### src/rtl/uart_reg_tx_module.sv
// rtl/uart_reg_tx_module.sv - register-word UART transmitter (8N1, MSB byte first, idle gap)
//
// Takes one REG_WIDTH-bit word over a valid/ready handshake and serialises it as
// NBYTES consecutive UART frames, most-significant byte first. Each frame is a
// start bit, 8 data bits LSB first, and a stop bit. After the last frame the line
// stays high for IDLE_CYCLE bit times so a register receiver can find the word
// boundary.
//
// Optional build macro:
//   UART_TX_STOP2_EN  defined -> two stop bits per frame (11-bit frames)
//                     undefined -> one stop bit (10-bit frames)
//
// Ports:
//   clk           in   system clock, rising edge
//   rst           in   synchronous active-high reset
//   tx_reg_valid  in   tx_reg holds a word to send
//   tx_reg        in   word to transmit (captured on accept)
//   tx_reg_ready  out  block can accept a word this cycle
//   tx_busy       out  word in flight, including the idle gap
//   tx_done       out  one-cycle pulse when a word completes
//   uart_tx       out  serial line, idle high

module uart_reg_tx_module #(
    parameter int CLK_FRE    = 50,
    parameter int BPS        = 115200,
    parameter int IDLE_CYCLE = 20,
    parameter int REG_WIDTH  = 32
) (
    input  logic                 clk,
    input  logic                 rst,
    input  logic                 tx_reg_valid,
    input  logic [REG_WIDTH-1:0] tx_reg,
    output logic                 tx_reg_ready,
    output logic                 tx_busy,
    output logic                 tx_done,
    output logic                 uart_tx
);

    localparam int CPB    = CLK_FRE * 1000000 / BPS;
    localparam int NBYTES = REG_WIDTH / 8;
`ifdef UART_TX_STOP2_EN
    localparam int STOP_CYC = 2 * CPB;
`else
    localparam int STOP_CYC = CPB;
`endif
    localparam int GAP_CYC = IDLE_CYCLE * CPB;

    localparam int CNT_W  = $clog2(STOP_CYC + 1);
    localparam int GAP_W  = $clog2(GAP_CYC + 1);
    localparam int BYTE_W = (NBYTES > 1) ? $clog2(NBYTES) : 1;

    localparam logic [CNT_W-1:0]  BIT_LAST  = CNT_W'(CPB - 1);
    localparam logic [CNT_W-1:0]  STOP_LAST = CNT_W'(STOP_CYC - 1);
    localparam logic [GAP_W-1:0]  GAP_LAST  = GAP_W'(GAP_CYC - 1);
    localparam logic [BYTE_W-1:0] BYTE_LAST = BYTE_W'(NBYTES - 1);

    typedef enum logic [2:0] {
        S_IDLE,
        S_START,
        S_DATA,
        S_STOP,
        S_GAP
    } state_t;

    state_t                state_q, state_d;
    logic [CNT_W-1:0]      bit_cnt_q, bit_cnt_d;
    logic [2:0]            bit_idx_q, bit_idx_d;
    logic [BYTE_W-1:0]     byte_idx_q, byte_idx_d;
    logic [GAP_W-1:0]      gap_cnt_q, gap_cnt_d;
    logic [REG_WIDTH-1:0]  shift_q, shift_d;

    logic                  uart_tx_q, uart_tx_d;
    logic                  ready_q, ready_d;
    logic                  busy_q, busy_d;
    logic                  done_q, done_d;
    logic [7:0]            cur_byte_d;

    // Next-state logic. Counters default to zero so that every state entry
    // starts them from a clean value; only the owning state advances them.
    always_comb begin
        state_d    = state_q;
        bit_cnt_d  = '0;
        bit_idx_d  = '0;
        byte_idx_d = byte_idx_q;
        gap_cnt_d  = '0;
        shift_d    = shift_q;

        case (state_q)
            S_IDLE: begin
                if (tx_reg_valid) begin
                    state_d    = S_START;
                    shift_d    = tx_reg;
                    byte_idx_d = '0;
                end
            end
            S_START: begin
                if (bit_cnt_q == BIT_LAST) begin
                    state_d = S_DATA;
                end else begin
                    bit_cnt_d = bit_cnt_q + 1'b1;
                end
            end
            S_DATA: begin
                bit_idx_d = bit_idx_q;
                if (bit_cnt_q == BIT_LAST) begin
                    if (bit_idx_q == 3'd7) begin
                        state_d   = S_STOP;
                        bit_idx_d = '0;
                    end else begin
                        bit_idx_d = bit_idx_q + 1'b1;
                    end
                end else begin
                    bit_cnt_d = bit_cnt_q + 1'b1;
                end
            end
            S_STOP: begin
                if (bit_cnt_q == STOP_LAST) begin
                    if (byte_idx_q == BYTE_LAST) begin
                        state_d = S_GAP;
                    end else begin
                        // Next byte goes straight into its start bit; the
                        // word is left-shifted so the active byte stays on top.
                        state_d    = S_START;
                        byte_idx_d = byte_idx_q + 1'b1;
                        shift_d    = shift_q << 8;
                    end
                end else begin
                    bit_cnt_d = bit_cnt_q + 1'b1;
                end
            end
            S_GAP: begin
                if (gap_cnt_q == GAP_LAST) begin
                    state_d = S_IDLE;
                end else begin
                    gap_cnt_d = gap_cnt_q + 1'b1;
                end
            end
            default: begin
                state_d = S_IDLE;
            end
        endcase
    end

    // Outputs are decoded from the next state and registered, so the line
    // reflects a state change in the same cycle the state register does.
    always_comb begin
        cur_byte_d = shift_d[REG_WIDTH-1 -: 8];
        uart_tx_d  = 1'b1;
        case (state_d)
            S_START: uart_tx_d = 1'b0;
            S_DATA:  uart_tx_d = cur_byte_d[bit_idx_d];
            default: uart_tx_d = 1'b1;
        endcase
        ready_d = (state_d == S_IDLE);
        busy_d  = (state_d != S_IDLE);
        done_d  = (state_q == S_GAP) && (state_d == S_IDLE);
    end

    always_ff @(posedge clk) begin
        if (rst) begin
            state_q    <= S_IDLE;
            bit_cnt_q  <= '0;
            bit_idx_q  <= '0;
            byte_idx_q <= '0;
            gap_cnt_q  <= '0;
            shift_q    <= '0;
            uart_tx_q  <= 1'b1;
            ready_q    <= 1'b1;
            busy_q     <= 1'b0;
            done_q     <= 1'b0;
        end else begin
            state_q    <= state_d;
            bit_cnt_q  <= bit_cnt_d;
            bit_idx_q  <= bit_idx_d;
            byte_idx_q <= byte_idx_d;
            gap_cnt_q  <= gap_cnt_d;
            shift_q    <= shift_d;
            uart_tx_q  <= uart_tx_d;
            ready_q    <= ready_d;
            busy_q     <= busy_d;
            done_q     <= done_d;
        end
    end

    assign uart_tx      = uart_tx_q;
    assign tx_reg_ready = ready_q;
    assign tx_busy      = busy_q;
    assign tx_done      = done_q;

endmodule

### config.mk
export PLATFORM = sky130hd
export DESIGN_NAME = uart_reg_tx_module
export DESIGN_NICKNAME = d
export VERILOG_FILES = /design/src/rtl/uart_reg_tx_module.sv
export SDC_FILE = /design/constraint.sdc
export NUM_CORES = 1
export LEC_CHECK = 0
export ABC_CLOCK_PERIOD_IN_PS = 4200
export BUFFER_PORTS_ARGS = -buffer_cell sky130_fd_sc_hd__buf_2
export CAP_MARGIN = 10
export CORE_MARGIN = 5
export CORE_UTILIZATION = 32
export DETAILED_ROUTE_END_ITERATION = 16
export PLACE_DENSITY = 0.56
export SYNTH_ARGS = -nofsm -noshare
export SYNTH_HDL_FRONTEND = slang
export SYNTH_SLANG_ARGS = --single-unit
### constraint.sdc
create_clock -name clk -period 4.2 [get_ports clk]
set_input_delay 0.21 -clock clk [delete_from_list [all_inputs] [get_ports clk]]
set_output_delay 0.21 -clock clk [all_outputs]
set_load 0.02 [all_outputs]
### Word level (Yosys, flattened, before mapping)

Index checks and enable logic that the tools add are counted.

* add/subtract/negate cells: 4
* multipliers: 0
* div/mod/pow operators: 0
* magnitude comparators: 1
* equal/unequal tests: 13
* shift-type cells: 0
* muxes and demuxes: 22
* bitwise gates (word level): 2
* reductions and logical operators: 9

Operators by type and width (count)
* 32-bit 2-to-1 mux: 3
* 32-bit one-hot mux with 2 select lines: 1
* 3-bit 2-to-1 mux: 10
* 3-bit one-hot mux with 5 select lines: 1
* 14-bit by 1-bit adder with 14-bit output (second input constant): 1
* 14-bit == test (second input constant): 1
* 9-bit by 1-bit adder with 9-bit output (second input constant): 1
* 3-bit by 2-bit == test with 1-bit output (second input constant): 3
* 9-bit == test (second input constant): 1
* 3-bit OR reduction: 3
* 3-bit by 1-bit == test with 1-bit output (second input constant): 2
* 3-bit == test (second input constant): 2
* 3-bit zero test: 2
* 2-bit 2-to-1 mux: 3
* 2-bit != test (second input constant): 3
* 3-bit by 4-bit < comparator with 1-bit output (second input constant): 1
* 2-bit one-hot mux with 2 select lines: 1
* 4-bit AND reduction: 1
* 3-bit by 1-bit adder with 3-bit output (second input constant): 1
* 1-bit binary-select mux with 3-bit select: 1
* 3-bit nonzero test: 1
* 2-bit by 1-bit adder with 2-bit output (second input constant): 1
* 2-bit == test (second input constant): 1
* 1-bit inverter: 2
* 4 further kinds: 4

* register bits after elaboration: 67
* bits in latches: 0
* bits in writable memories: 0
* bits in read-only memories: 0
* bits of input ports: 35
* output and inout port bits: 4
* logic and storage cells: 62
* memories kept: 0

### Logic depth before layout (Yosys ltp)

Gate-level depths: netlist (run 1).

* depth after elaboration: 7
* depth in mapped cells: 10
* mapped depth without buffers: 9

### Least setup slack after synthesis (run 1)

OpenSTA, ideal clock, no wires.

* path kind: register to register
* from: register bit_idx_q[0]
* to: register uart_tx_q, in the netlist uart_tx
* setup time: 0.120 ns
* data arrival time: 1.667 ns
* required time: 4.080 ns
* slack: 2.414 ns
* stages on the path, launching flop included: 9
* path buffers: 0
* period minus slack after synthesis: 1.786 ns
* path through: dfxtp_1 -> ha_1 -> ha_1 -> nor4_1 -> o21ai_4 -> o211ai_1 -> o211ai_1 -> a21oi_1 -> nor3_2

* word-level cells in the longest chain between the ends: 7
* elaborated cells between the ends (all ways): 13
* those cells by class: add/sub: 1; eq/ne: 3; mux: 9

Ends and longest elaborated chain
* from (decl): RTL line 67 `logic [2:0] bit_idx_q, bit_idx_d;`
* from (signal assigned): RTL line 174 `bit_idx_q <= bit_idx_d;`
* 3-bit by 1-bit adder with 3-bit output / 3-bit == test (equally long branches): RTL line 110, 106
* 3-bit 2-to-1 mux: RTL line 106 `if (bit_idx_q == 3'd7) begin`
* 3-bit 2-to-1 mux: RTL line 105 `if (bit_cnt_q == BIT_LAST) begin`
* 3-bit 2-to-1 mux: RTL line 88 `case (state_q)`
* 1-bit binary-select mux with 3-bit select: RTL line 151 `S_DATA: uart_tx_d = cur_byte_d[bit_idx_d];`
* 1-bit 2-to-1 mux (implied by the code): RTL line 151
* 1-bit one-hot mux with 2 select lines (*): RTL line 149 `case (state_d)`
* to (signal assigned): RTL line 178 `uart_tx_q <= uart_tx_d;`
* to (decl): RTL line 72 `logic uart_tx_q, uart_tx_d;`

Mark *: on every way between the ends. The rest lies on a longest branch, timed or not. The select of a mux whose other input is x is not followed.
A chain may end at the register's enable or synchronous reset.

### Worst setup path in the final report (run 1)

* from: register bit_cnt_q[0]
* to: register byte_idx_q[0]

* word-level cells in the longest chain between the ends: 3

Ends and longest elaborated chain
* from (decl): RTL line 66 `logic [CNT_W-1:0] bit_cnt_q, bit_cnt_d;`
* from (signal assigned): RTL line 173 `bit_cnt_q <= bit_cnt_d;`
* 9-bit == test: RTL line 117 `if (bit_cnt_q == STOP_LAST) begin`
* 2-bit != test (no line)
* 4-bit AND reduction (no line)
* to (signal assigned): RTL line 175 `byte_idx_q <= byte_idx_d;`
* to (decl): RTL line 68 `logic [BYTE_W-1:0] byte_idx_q, byte_idx_d;`

No other way between the ends.

==> metrics.md, run 1 <==
| Metric | Value |
|---|---|
| Post-synth top cells | `dfxtp_1 (67), nor2_1 (43), nand2_1 (34)` |
| CP peak stage delay | `550 ps` |
| Crit. End Element | `flop` |
| Post_cts resized | `0` |
| Row count | `35` |
| Num CTS Buffers | `9` |
| Synthesized area | `2982 um2` |
| Slew margin rel. | `48.22%` |
| Worst vdd ir | `0.1549 mV` |
| Nets@finish | `401` |
| Reg-to-reg slack, setup | `1850 ps` |
| Post-Place Cell Area | `3229 um2` |
| Final hold vios | `0` |
| CP cell instances | `ha_1, nand4b_1, nor2_2, nand2_1, nor2_2, nor2_2, a21oi_1, nor2_1` |
| Final Instance Area | `3405 um2` |
| Remaining global-route overflow | `0` |
| Status | `complete, no violations` |
| CP Launch Type | `flop` |
| Max Slew Vio Count | `0` |
| CP bufs+invs | `0` |
| Highest Clock Rate | `425.7 MHz` |
| First DRT Iteration DRCs | `76` |
| Synth Register Bits | `67` |
| Buffer depth of the longest clock path | `2` |
| WL/cell | `13.81 um` |
| CP Max Fanout | `18` |
| Synth top area share | `44.99%` |
| Asr flop ratio synth | `0%` |
| Synth area leader | `dfxtp_1` |
| PortBufs | `38` |
| Most used cell along the critical path | `nor2_2` |
| Hold WC Path Type | `in2reg` |
| Crit path kind | `reg2reg` |
| Antenna violations before repair | `0` |
| Clock sink count | `67` |
| Remaining DRCs | `0` |
| Crit-path slowest cell | `nor2_2` |
| Register area share after synthesis | `44.99%` |
| Max Cap Viol | `0` |
| TritonCTS clock tree | `yes` |
| Min cycle time layout | `2349 ps` |
| Core ar. | `9153 um2` |
| Required time worst endpoint | `4390 ps` |
| Final setup violation count | `0` |
| Syn Area/Cell | `9.203 um2` |
| PwrDens | `370.9 nW/um2` |
| Vias | `2360` |
| CP startpoint | `bit_cnt_q[0]` |
| Reg2Reg Launch Point | `bit_cnt_q[0]` |
| Top-count cell post-synth | `dfxtp_1` |
| Routed vias/inst | `4.968` |
| Vias in the first global route | `2304` |
| Pin slew with the least headroom to its limit | `776.6 ps` |
| Starting Density | `32.58%` |
| EDFF count, synth | `0` |
| Drt first pass iters | `4` |
| DRT Wirelength | `6560 um` |
| Area grow syn2layout | `14.18%` |
| First-pass GRT wire length | `10890 um` |
| Num ports | `39` |
| Mapped Cells | `324` |
| Netlist cell types | `59` |
| Worst-path clk slew | `70 ps` |
| Synth Flop Type | `dfxtp_1` |
| Die H | `106.5 um` |
| Hold-fix buffers, CTS | `0` |
| Clock Latency Late Sink | `340 ps` |
| RSZ-0062 raised after global routing | `false` |
| Leakage | `1.280 nW` |
| Min-delay src | `tx_reg[5]` |
| Clk root buf | `clkbuf_8` |
| Post-CTS Setup Bufs | `0` |
| Number of inserted diodes | `0` |
| Routability cong. | `0.7393` |
| Total die area | `11350 um2` |
| Die width | `106.5 um` |
| Setup_tns | `0 ps` |
| Synth Net Count | `365` |
| Final HPWL DP | `4598 um` |
| H-Tree Depth | `3` |
| Worst Skew | `5.702 ps` |
| Synth warnings | `0` |
| Synth top area cells | `dfxtp_1 (45%), nor2_1 (5.4%), a21oi_1 (4.7%), nand2_1 (4.3%), a22oi_1 (4.0%)` |
| Largest net degree at the start of global routing | `42` |
| CP Data Arrival Time | `2540 ps` |
| Share of layout cells above drive strength 1 | `21.70%` |
| Total track usage | `12.11%` |
| Post-DRT Antenna Nets | `0` |
| Largest delay share family, worst path | `simple AND/OR/NAND/NOR gates` |
| Fin crit share | `55.93%` |
[layer usage]
metal | vias to the layer above | wire [um] | track usage [%]
met5 | - | 0 | 0
met4 | 0 | 46 | 3.836
met3 | 5 | 284 | 4.311
met2 | 38 | 3122 | 19.55
met1 | 1093 | 3106 | 15.10
li1 | 1224 | - | -
[placed cells by master, fill, tap and decap left out, types with 2 or more instances in the layout]
master / n
o22a_2: 7
clkbuf_1: 3
nor2_2: 3
xnor2_1: 8
a31oi_1: 2
clkbuf_8: 9
inv_1: 4
o21ai_0: 8
o211ai_2: 2
nor3_2: 2
and3_1: 8
dfxtp_1: 67
nand2_1: 34
xor2_1: 10
clkinv_2: 2
o211ai_1: 6
a21oi_1: 28
buf_2: 38
nand3_1: 19
a22oi_1: 16
ha_1: 6
nor2_1: 43
[logic make-up (layout without fill, tap and decap cells)]
family / after synthesis / count (layout) / share of synthesized area [%]
and+or+nand+nor: 134 / 134 / 24.34
AOI/OAI and AO/OA: 79 / 79 / 18.38
DFF: 67 / 67 / 44.99
xor gates and xnor gates: 18 / 18 / 5.287
buffers and inverters: 18 / 58 / 3.777
adders and majority gates: 6 / 6 / 2.518
muxes: 2 / 2 / 0.7134
[sequential cells by signal, summed over array words and instances, names as in the netlist]
register	flops
byte_idx_q	2
bit_cnt_q	9
tx_done	1
tx_busy	1
bit_idx_q	3
tx_reg_ready	1
state_q	3
uart_tx	1
gap_cnt_q	14
shift_q	32
[through the flow]
stage,power [W],hold slack (ps),setup slack (ps),utilization [%],instances
2_1_floorplan,0.0007481,346.0,2414,-,324
3_3_place_gp,0.0007775,433.7,1920,35.28,460
3_5_place_dp,0.0007793,439.5,1830,35.28,460
4_1_cts,0.001280,86.56,1801,37.20,475
5_1_grt,0.001319,95.58,1646,37.20,475
6_report,0.001263,101.2,1851,37.20,475
[path summary, 6_finish.rpt]
check,cells past startpoint,endpoint
min reg2reg,1,gap_cnt_q[0]
min,3,shift_q[5]
max reg2reg,8,byte_idx_q[0]
max,8,byte_idx_q[0]
[worst reg2reg max path: cells and delay by family, from the launching register on]
family	cells	cell delay [ps]
AND/OR/NAND/NOR	6	1420
flip-flops	1	370
adder cells (fa/ha/maj)	1	190
AO/OA/AOI/OAI	1	220
[cell type report]
| cell class | count | area (um2) |
|---|---|---|
| Fill cell | 959 | 5748 |
| Clock buffer | 12 | 135.1 |
| Sequential cell | 67 | 1341 |
| Multi-Input combinational cell | 239 | 1536 |
| Inverter | 4 | 15.01 |
| Clock inverter | 3 | 40.04 |
| Tap cell | 111 | 138.9 |
| Timing Repair Buffer | 39 | 197.7 |
[report_power, final]
| part | internal [W] | leakage, nW | switching, W | total, W |
|---|---|---|---|---|
| registers | 0.000658 | 0.547 | 0.0000124 | 0.000671 |
| logic | 0.0000401 | 0.643 | 0.0000526 | 0.0000928 |
| clock network | 0.000270 | 0.0902 | 0.000230 | 0.000500 |
Note: power is estimated with default switching activity, not from simulation.
==> run 2: changes to the inputs <==
ABC_CLOCK_PERIOD_IN_PS = 2100   (was 4200)
PLACE_DENSITY = 0.58   (was 0.56)
clock period = 2.1 ns   (was 4.2 ns; I/O delays follow)
==> metrics.md, run 2 (synthesis gave the netlist of run 1 again) <==
| Metric | Value |
|---|---|
| Remaining DRCs | `0` |
| Register share of total power | `48.5%` |
| PortBufs | `38` |
| Worst-path clk slew | `80 ps` |
| Final Instance Area | `3618 um2` |
| Status | `complete, no violations` |
| Clk root buf | `clkbuf_8` |
| Post-Place Cell Area | `3289 um2` |
| Int Power | `0.002090 W` |
| Crit. End Element | `flop` |
| Vias in the first global route | `2345` |
| Most used cell along the critical path | `o211ai_1` |
| Most flops, register | `shift_q` |
| Max Cap Viol | `0` |
| CP peak stage delay | `370 ps` |
| Core ar. | `9153 um2` |
| Die width | `106.5 um` |
| CP cell instances | `ha_1, and4b_4, nand4b_4, o22a_2, o211ai_1, o211ai_1, a21oi_2, nor3_2` |
| Number of inserted diodes | `0` |
| Buffer depth of the longest clock path | `2` |
| Highest Clock Rate | `503.6 MHz` |
| Most common cell after layout, fill and taps aside | `dfxtp_1` |
| Worst r2r dst | `uart_tx` |
| Die H | `106.5 um` |
| Number of flip-flops in the largest register | `32` |
| Post-layout util | `39.54%` |
| Required time worst endpoint | `2340 ps` |
| Worst hold path depth | `3` |
| Fill cell count | `959` |
| PwrDens | `762.7 nW/um2` |
| Largest regs | `shift_q x32, gap_cnt_q x14, bit_cnt_q x9` |
| CP Data Arrival Time | `2220 ps` |
| Most frequent cells in the layout | `dfxtp_1 (67), nor2_1 (43), buf_2 (38), nand2_1 (34), a21oi_1 (28)` |
| Hold EP | `shift_q[14]` |
| Min cycle time layout | `1986 ps` |
| Clock sink count | `67` |
| Largest delay share family, worst path | `compound AO/OA/AOI/OAI gates` |
| Final setup violation count | `0` |
| First DRT Iteration DRCs | `84` |
| CP bufs+invs | `0` |
| Largest net degree at the start of global routing | `40` |
| Remaining global-route overflow | `0` |
| Share of layout cells above drive strength 1 | `23.88%` |
| Nets@finish | `417` |
| Pin slew with the least headroom to its limit | `451.1 ps` |
| Final hold vios | `0` |
| Total die area | `11350 um2` |
| Crit-path slowest cell | `dfxtp_1` |
| Post-CTS Setup Bufs | `0` |
| Worst vdd ir | `0.3496 mV` |
| Hold WC Path Type | `in2reg` |
| Num CTS Buffers | `9` |
| H-Tree Depth | `3` |
| Reg2Reg Launch Point | `bit_cnt_q[0]` |
| Max Slew Vio Count | `0` |
| CP Launch Type | `flop` |
| Sw frac | `24.29%` |
| Area grow syn2layout | `21.36%` |
| Crit path kind | `reg2reg` |
| Min-delay src | `tx_reg[14]` |
| Slew margin rel. | `69.65%` |
| CP Max Fanout | `14` |
| Row count | `35` |
| TritonCTS clock tree | `yes` |
| Antenna violations before repair | `0` |
| Switch Pwr | `0.0006703 W` |
| First-pass GRT wire length | `10920 um` |
| Drt first pass iters | `4` |
| Worst Skew | `8.204 ps` |
| Post-DRT Antenna Nets | `0` |
| WL/cell | `13.28 um` |
| Clock power share | `43.9%` |
| Fin crit share | `94.56%` |
| Num ports | `39` |
| DRT Wirelength | `6532 um` |
| Routed vias/inst | `4.978` |
| Vias | `2449` |
| Starting Density | `32.58%` |
| Worst R2R Path Depth | `8` |
| Routability cong. | `0.7557` |
| Leakage | `1.375 nW` |
| Reg-to-reg slack, setup | `110 ps` |
| Clock Latency Late Sink | `350 ps` |
| Comb power frac | `7.6%` |
| Final HPWL DP | `4720 um` |
| Total track usage | `12.10%` |
## run 2: cell types whose count changed in the layout (fill, tap and decap cells not counted), moves of 2 or more
cell           previous run  this run
buf_4                     1         9
dlygate4sd3_1             0         8
clkbuf_1                  3         0
clkinv_2                  2         0
clkinv_4                  0         2
clkinvlp_4                0         2
nor2_2                    3         1
nor2_4                    0         2
## run 2: tightest hold or removal path, stage by stage
cell,delay (ps)
buf_2,70
a22oi_1,70
a21oi_1,110
## run 2: worst max-delay path by stage
| stage | startpoint | to | slack [ps] | cells after the start |
|---|---|---|---|---|
| after detailed placement | bit_cnt_q[0] | uart_tx | 70 | 8 |
| after global routing | bit_cnt_q[0] | uart_tx | -0.4 | 8 |
| after floorplan | bit_idx_q[0] | uart_tx | 310 | 8 |
| after global placement | bit_cnt_q[0] | uart_tx | 130 | 8 |
| after CTS | bit_cnt_q[0] | uart_tx | 40 | 8 |
| final | bit_cnt_q[0] | uart_tx | 110 | 8 |
## run 2: repair_timing
item / in CTS / in global routing
hold endpoints to repair: 8 / 0
setup endpoints to repair: 0 / 7
hold buffers: 8 / 0
gates resized for setup: 0 / 4
## run 2: layout make-up
class	count	area, um2	share of cell area, %
Inverter	4	15.01	0.4149
Timing Repair Buffer	55	337.8	9.336
Clock buffer	9	123.9	3.423
Clock inverter	7	101.3	2.801
Tap cell	111	138.9	3.838
Sequential cell	67	1341	37.07
Multi-Input combinational cell	239	1560	43.12
## run 2: per-stage QoR
stage	std cells	setup TNS, ps	power, W	hold slack, ps	worst slack, ps
floorplan	324	0	0.001496	241.0	313.8
finish	492	0	0.002760	38.23	114.2
global route	492	-0.4445	0.002877	37.70	-0.4445
CTS	492	0	0.002792	17.86	38.10
detailed placement	468	0	0.001565	354.3	66.64
global placement	468	0	0.001563	348.9	131.6
## run 2: power groups by stage
| stage | clock network (W) | registers [W] | logic [W] |
|---|---|---|---|
| after floorplan | 0 | 0.00137 | 0.000131 |
| after global placement | 0 | 0.00137 | 0.000193 |
| after detailed placement | 0 | 0.00137 | 0.000194 |
| after CTS | 0.00125 | 0.00134 | 0.000207 |
| after global routing | 0.00130 | 0.00135 | 0.000234 |
| final | 0.00121 | 0.00134 | 0.000210 |
## run 2: routing by layer
metal / wire length (um) / part of all wire (%) / global-route usage, % / vias to the layer above
met1: 3110 / 48 / 15.05 / 1133
met3: 312 / 4.8 / 4.675 / 8
met2: 3041 / 47 / 19.19 / 48
met5: 0 / 0 / 0 / -
li1: - / - / - / 1260
met4: 68 / 1.0 / 4.110 / 0
